`src/rtl/sync_gate_pkg.sv`:
```
// Shared definitions for the Sync/Gate/Done timing blocks: FSM states,
// counter operations, error codes and default field widths.
package sync_gate_pkg;

   localparam int DEF_SHORT_W = 8;
   localparam int DEF_LONG_W  = 16;

   typedef enum logic [2:0] {
      ST_IDLE = 3'd0,
      ST_SYNC = 3'd1,
      ST_GDEL = 3'd2,
      ST_GATE = 3'd3,
      ST_LEN  = 3'd4
   } state_t;

   typedef enum logic [1:0] {
      CNT_HOLD  = 2'd0,
      CNT_CLEAR = 2'd1,
      CNT_LOAD1 = 2'd2,
      CNT_INC   = 2'd3
   } cnt_op_t;

   localparam logic [1:0] ERR_NONE      = 2'd0;
   localparam logic [1:0] ERR_OVERLAP   = 2'd1;
   localparam logic [1:0] ERR_SHORT_SAT = 2'd2;
   localparam logic [1:0] ERR_LONG_SAT  = 2'd3;

endpackage

```
`src/rtl/sync_gate_meter_phase_counter.sv`:
```
// Loadable phase counter; sat warns that the next increment would pass limit,
// so one instance serves both the short and the long measurement fields.
module phase_counter
   import sync_gate_pkg::*;
#(
   parameter int W = DEF_LONG_W
) (
   input  logic         clk,
   input  logic         rst_n,
   input  cnt_op_t      op,
   input  logic [W-1:0] limit,
   output logic [W-1:0] cnt,
   output logic         sat
);

   logic [W-1:0] cnt_q;

   always_ff @(posedge clk or negedge rst_n) begin
      if (!rst_n) begin
         cnt_q <= '0;
      end else begin
         case (op)
            CNT_CLEAR: cnt_q <= '0;
            CNT_LOAD1: cnt_q <= {{(W-1){1'b0}}, 1'b1};
            CNT_INC:   cnt_q <= cnt_q + {{(W-1){1'b0}}, 1'b1};
            default:   cnt_q <= cnt_q;
         endcase
      end
   end

   assign cnt = cnt_q;
   assign sat = (cnt_q >= limit);

endmodule

```
`src/rtl/sync_gate_meter.sv`:
```
// Receive-side meter for the Sync/Gate/Done frame: recovers sync width, gate
// delay, gate width and trailing length, and flags overlap/saturation.
module sync_gate_meter
   import sync_gate_pkg::*;
#(
   parameter int SHORT_W = DEF_SHORT_W,
   parameter int LONG_W  = DEF_LONG_W
) (
   input  logic               clk,
   input  logic               rst_n,
   input  logic               ena,
   input  logic               sync,
   input  logic               gate,
   input  logic               done,
   output logic [SHORT_W-1:0] tsync,
   output logic [SHORT_W-1:0] tgdel,
   output logic [LONG_W-1:0]  tgate,
   output logic [LONG_W-1:0]  tlen,
   output logic               valid,
   output logic               err,
   output logic [1:0]         err_code,
   output state_t             dbg_state
);

   localparam logic [LONG_W-1:0] SHORT_LIMIT = {{(LONG_W-SHORT_W){1'b0}}, {SHORT_W{1'b1}}};
   localparam logic [LONG_W-1:0] LONG_LIMIT  = {LONG_W{1'b1}};

   state_t              state_q, state_d;
   cnt_op_t             cnt_op;
   logic [LONG_W-1:0]   cnt, limit;
   logic                sat;

   logic [SHORT_W-1:0]  stg_tsync_q, stg_tgdel_q;
   logic [LONG_W-1:0]   stg_tgate_q;
   logic [SHORT_W-1:0]  tsync_q, tgdel_q;
   logic [LONG_W-1:0]   tgate_q, tlen_q;
   logic                valid_q, err_q;
   logic [1:0]          err_code_q;

   logic                cap_tsync, cap_tgdel, cap_tgdel_zero, cap_tgate, frame_end_d;
   logic [1:0]          fault_d;

   phase_counter #(.W(LONG_W)) u_cnt (
      .clk   (clk),
      .rst_n (rst_n),
      .op    (cnt_op),
      .limit (limit),
      .cnt   (cnt),
      .sat   (sat)
   );

   assign limit = (state_q == ST_GATE || state_q == ST_LEN) ? LONG_LIMIT : SHORT_LIMIT;

   always_comb begin
      state_d        = state_q;
      cnt_op         = CNT_HOLD;
      cap_tsync      = 1'b0;
      cap_tgdel      = 1'b0;
      cap_tgdel_zero = 1'b0;
      cap_tgate      = 1'b0;
      frame_end_d    = 1'b0;
      fault_d        = ERR_NONE;
      if (!ena) begin
         state_d = ST_IDLE;
         cnt_op  = CNT_CLEAR;
      end else begin
         case (state_q)
            ST_IDLE: begin
               if (sync && !gate) begin
                  state_d = ST_SYNC;
                  cnt_op  = CNT_LOAD1;
               end
            end
            ST_SYNC: begin
               case ({sync, gate})
                  2'b10: begin
                     if (sat) fault_d = ERR_SHORT_SAT;
                     else     cnt_op  = CNT_INC;
                  end
                  2'b00: begin
                     cap_tsync = 1'b1;
                     state_d   = ST_GDEL;
                     cnt_op    = CNT_LOAD1;
                  end
                  2'b01: begin
                     cap_tsync      = 1'b1;
                     cap_tgdel_zero = 1'b1;
                     state_d        = ST_GATE;
                     cnt_op         = CNT_LOAD1;
                  end
                  default: fault_d = ERR_OVERLAP;
               endcase
            end
            ST_GDEL: begin
               if (sync) begin
                  fault_d = ERR_OVERLAP;
               end else if (gate) begin
                  cap_tgdel = 1'b1;
                  state_d   = ST_GATE;
                  cnt_op    = CNT_LOAD1;
               end else if (sat) begin
                  fault_d = ERR_SHORT_SAT;
               end else begin
                  cnt_op = CNT_INC;
               end
            end
            ST_GATE: begin
               if (sync) begin
                  fault_d = ERR_OVERLAP;
               end else if (!gate) begin
                  cap_tgate = 1'b1;
                  state_d   = ST_LEN;
                  cnt_op    = CNT_LOAD1;
               end else if (sat) begin
                  fault_d = ERR_LONG_SAT;
               end else begin
                  cnt_op = CNT_INC;
               end
            end
            ST_LEN: begin
               // done outranks both a new Sync and a stray Gate
               if (done) begin
                  frame_end_d = 1'b1;
                  state_d     = ST_IDLE;
                  cnt_op      = CNT_CLEAR;
               end else if (gate) begin
                  fault_d = ERR_OVERLAP;
               end else if (sync) begin
                  frame_end_d = 1'b1;
                  state_d     = ST_SYNC;
                  cnt_op      = CNT_LOAD1;
               end else if (sat) begin
                  fault_d = ERR_LONG_SAT;
               end else begin
                  cnt_op = CNT_INC;
               end
            end
            default: begin
               state_d = ST_IDLE;
               cnt_op  = CNT_CLEAR;
            end
         endcase
         if (fault_d != ERR_NONE) begin
            state_d = ST_IDLE;
            cnt_op  = CNT_CLEAR;
         end
      end
   end

   always_ff @(posedge clk or negedge rst_n) begin
      if (!rst_n) begin
         state_q     <= ST_IDLE;
         stg_tsync_q <= '0;
         stg_tgdel_q <= '0;
         stg_tgate_q <= '0;
         tsync_q     <= '0;
         tgdel_q     <= '0;
         tgate_q     <= '0;
         tlen_q      <= '0;
         valid_q     <= 1'b0;
         err_q       <= 1'b0;
         err_code_q  <= ERR_NONE;
      end else begin
         state_q <= state_d;
         valid_q <= frame_end_d;
         err_q   <= (fault_d != ERR_NONE);
         if (fault_d != ERR_NONE) err_code_q <= fault_d;
         if (!ena) begin
            stg_tsync_q <= '0;
            stg_tgdel_q <= '0;
            stg_tgate_q <= '0;
         end else begin
            if (cap_tsync)      stg_tsync_q <= cnt[SHORT_W-1:0];
            if (cap_tgdel_zero) stg_tgdel_q <= '0;
            if (cap_tgdel)      stg_tgdel_q <= cnt[SHORT_W-1:0];
            if (cap_tgate)      stg_tgate_q <= cnt;
         end
         // Outputs move only as a complete frame
         if (frame_end_d) begin
            tsync_q <= stg_tsync_q;
            tgdel_q <= stg_tgdel_q;
            tgate_q <= stg_tgate_q;
            tlen_q  <= cnt;
         end
      end
   end

   assign tsync     = tsync_q;
   assign tgdel     = tgdel_q;
   assign tgate     = tgate_q;
   assign tlen      = tlen_q;
   assign valid     = valid_q;
   assign err       = err_q;
   assign err_code  = err_code_q;
   assign dbg_state = state_q;

endmodule

```
`config.mk`:
```
export PLATFORM = sky130hd
export DESIGN_NAME = sync_gate_meter
export DESIGN_NICKNAME = d
export VERILOG_FILES = /design/src/rtl/sync_gate_pkg.sv /design/src/rtl/sync_gate_meter_phase_counter.sv /design/src/rtl/sync_gate_meter.sv
export SDC_FILE = /design/constraint.sdc
export NUM_CORES = 1
export LEC_CHECK = 0
export CORE_ASPECT_RATIO = 1.75
export CORE_MARGIN = 3
export CORE_UTILIZATION = 39
export CTS_CLUSTER_SIZE = 24
export DETAILED_ROUTE_END_ITERATION = 10
export PLACE_DENSITY = 0.58
export REMOVE_ABC_BUFFERS = 1
export SETUP_SLACK_MARGIN = 0.4
export SLEW_MARGIN = 30
export SYNTH_ARGS = -nofsm -noshare
export SYNTH_HDL_FRONTEND = slang
export SYNTH_SLANG_ARGS = --single-unit
```
`constraint.sdc`:
```
create_clock -name clk -period 6.33 [get_ports clk]
set_clock_uncertainty 0.2 [all_clocks]
set_input_delay 1.266 -clock clk [delete_from_list [all_inputs] [get_ports clk]]
set_output_delay 1.266 -clock clk [all_outputs]
set_load 0.03 [all_outputs]
```
==> summary.md <==
| Metric | Value |
|---|---|
| Hold Slack | 0.269 ns |
| H-tree levels | 3 |
| Final Setup Violations | 0 |
| Wirelength per Cell | 15.3 um |
| Yosys reg bits | 103 |
| CP dominant cell by count | nor2_1 |
| Vias | 3721 |
| Max-slew headroom | 43.3% |
| Worst path cell trace | nor2_1, and2_1, nor2_1, ha_1, a211oi_2, nor2_1, o31ai_4, a21oi_2, or4_4, a21oi_1 |
| Ys Warns | 0 |
| Clock sink count | 103 |
| Power share of the clock group | 45.4% |
| Largest net degree at the start of global routing | 54 |
| Gr usage total | 16.8% |
| Psw | 330 uW |
| Flop pwr share | 48.7% |
| Fmax | 255 MHz |
| # IOs | 61 |
| Post-CTS setup buffers | 0 |
| Top post-synthesis cells by area | dfrtp_1 54%, nand2_1 16%, a21oi_1 3.4% |
| Half-perimeter wire length after placement | 7670 um |
| Fin crit share | 62.1% |
| Layout Nets | 578 |
| Core Region | 11800 um2 |
| Post-synthesis async set-or-reset flop share | 100% |
| Root Driver | clkbuf_16 |
| Cell with the most instances after synthesis | nand2_1 |
| Kind of critical path | flop to flop |
| Synth cell count leaders | 198 x nand2_1, 103 x dfrtp_1, 33 x a21oi_1 |
| Endpoints failing hold | 0 |
| Global-route wire length before repair | 18500 um |
| Setup TNS | 0 ns |
| Mean Syn Cell Area | 9.19 um2 |
| TritonCTS clock tree | built |
| Hold Buf Count CTS | 0 |
| Status | completed |
| Post-synth EDFFs | 0 |
| Leak | 2.63 nW |
| PwrDens | 238 nW/um2 |
| Netlist Area Pre-Place | 4790 um2 |
| Max_cap viols | 0 |
| Critical Path AT | 4.00 ns |
| Row cnt | 52 |
| Share of the yosys chip area belonging to registers | 53.8% |
| Layout cells sized above 1 | 8.10% |
| Full die area | 13700 um2 |
| Initial antenna violation count | 0 |
| RSZ-0062 raised after global routing | no |
| DR iter-0 viols | 162 |
| Crit-path max cell delay | 0.76 ns |
| Input/output buffers | 60 |
| Remaining DRCs | 0 |
| Clock Pin Slew Worst Setup and Hold Paths | 0.07 ns |
| Gpl congestion | 0.902 |
| Worst Tran Pin Value | 0.848 ns |
| Crit start category | flop |
| PostCTS Resize Cnt | 0 |
| Synth unique cells | 55 |
| Die H | 153 um |
| Crit path required time | 6.40 ns |
| Sw frac | 23.9% |
| Total CTS buffers | 9 |
| Comb power frac | 5.9% |
| Avg Vias per Cell | 5.10 |
| Min cycle time layout | 3.93 ns |
| Critical-path maximum fanout | 18 |
| Slew Limit Fails | 0 |
| Die Span X | 89.8 um |
| Ant. Diodes | 0 |
| TritonRoute pass-1 iters | 4 |
| Vias in the first global route | 3699 |
| Initial core utilization | 40.7% |
| Crit path max-delay cell type | dfrtp_1 |
| Skew-Pair Late Insertion Delay | 0.35 ns |
| Longest Clk Path Bufs | 2 |
| Post-route ant nets | 0 |
| Pint | 1.05 mW |
| Worst VDD drop | 128 uV |
| Share of the synthesized area in the top cell type | 53.8% |
| GR Overflow Total | 0 |
| Mapped Cells | 521 |
| Synthesis-to-layout area growth | 21.2% |
| Prevailing post-synth register cell | dfrtp_1 |
| Yosys top cell by area | dfrtp_1 |
| Post-Route WL | 11200 um |
| Worst hold path class | flop to flop |
| CP Capture Type | flop |
[worst paths after layout]
check	depth (start not counted)	slack [ns]	start	end
min	2	0.27	stg_tgate_q[3]	tgate[3]
min reg2reg	2	0.27	stg_tgate_q[3]	tgate[3]
max reg2reg	10	2.40	dbg_state[0]	u_cnt.cnt[5]
max in group asynchronous	2	4.08	rst_n	tgate[3]
min in group asynchronous	1	0.74	rst_n	tsync[1]
max	10	2.40	dbg_state[0]	u_cnt.cnt[5]
[worst max-delay path: cells and delay by family (launching register included)]
family / cells / cell delay [ns]
compound gates: 4 / 0.88
fa+ha+maj: 1 / 0.37
flops: 1 / 0.76
simple gates: 5 / 1.63
[power groups by stage]
| stage | clock (mW) | combinational, mW | sequential (mW) |
|---|---|---|---|
| finish | 0.627 | 0.0816 | 0.673 |
| global route | 0.665 | 0.0907 | 0.674 |
| CTS | 0.643 | 0.0829 | 0.673 |
| detailed placement | 0 | 0.0827 | 0.686 |
| global placement | 0 | 0.0813 | 0.686 |
| floorplan | 0 | 0.0357 | 0.691 |
[cell families (layout without fill, tap and decap cells)]
logic type	Yosys count	count (layout)	synth area share, %
AOI/OAI and AO/OA	92	92	12.7
xor gates and xnor gates	11	11	2.01
adders and majority gates	9	9	2.35
buffers and inverters	39	86	4.10
DFF	103	103	53.8
muxes	1	1	0.209
and+or+nand+nor	266	266	24.8
[routing by layer]
metal | routed length [um] | track usage [%] | vias to the layer above | part of all wire [%]
met5 | 0 | 0 | - | 0
li1 | - | - | 1829 | -
met1 | 4800 | 20.1 | 1808 | 43
met2 | 5800 | 29.6 | 61 | 52
met4 | 334 | 8.04 | 0 | 3.0
met3 | 255 | 2.57 | 23 | 2.3
[placed cells by master (no fill, tap or decap), types with 6 or more instances in the layout]
cell / n
nand2_1: 198
dfrtp_1: 103
clkdlybuf4s50_1: 59
a21oi_1: 33
o21ai_0: 18
nor2_1: 15
xnor2_1: 9
nor2_2: 9
ha_1: 9
clkbuf_16: 9
a211oi_1: 8
a22o_1: 8
inv_1: 6
nand2b_1: 6
[state kept, by name, indices dropped and copies added (netlist names), 2 cells and up]
name         flops
tgate           16
stg_tgate_q     16
dbg_state        3
tlen            16
stg_tsync_q      8
tgdel            8
tsync            8
err_code         2
stg_tgdel_q      8
u_cnt.cnt       16
[per-stage QoR]
| step | total power [mW] | worst slack (ns) | instance area [um2] | instances | util (%) |
|---|---|---|---|---|---|
| after floorplan | 0.727 | 2.45 | 4610 | 488 | - |
| after global placement | 0.767 | 2.40 | 5450 | 713 | 46.3 |
| after detailed placement | 0.769 | 2.26 | 5460 | 714 | 46.4 |
| after CTS | 1.40 | 2.44 | 5800 | 730 | 49.2 |
| after global routing | 1.43 | 2.18 | 5800 | 730 | 49.3 |
| final | 1.38 | 2.40 | 5800 | 730 | 49.3 |
[cell type report]
type,count,area [um2]
repair buffers,64,628
clock inverters,6,100
fillers,1127,5970
multi-input cells,379,2030
clock buffers,10,239
flip-flops and latches,103,2580
inverters,6,22.5
well taps,162,203
No activity file was read; power rests on OpenSTA's default activity.
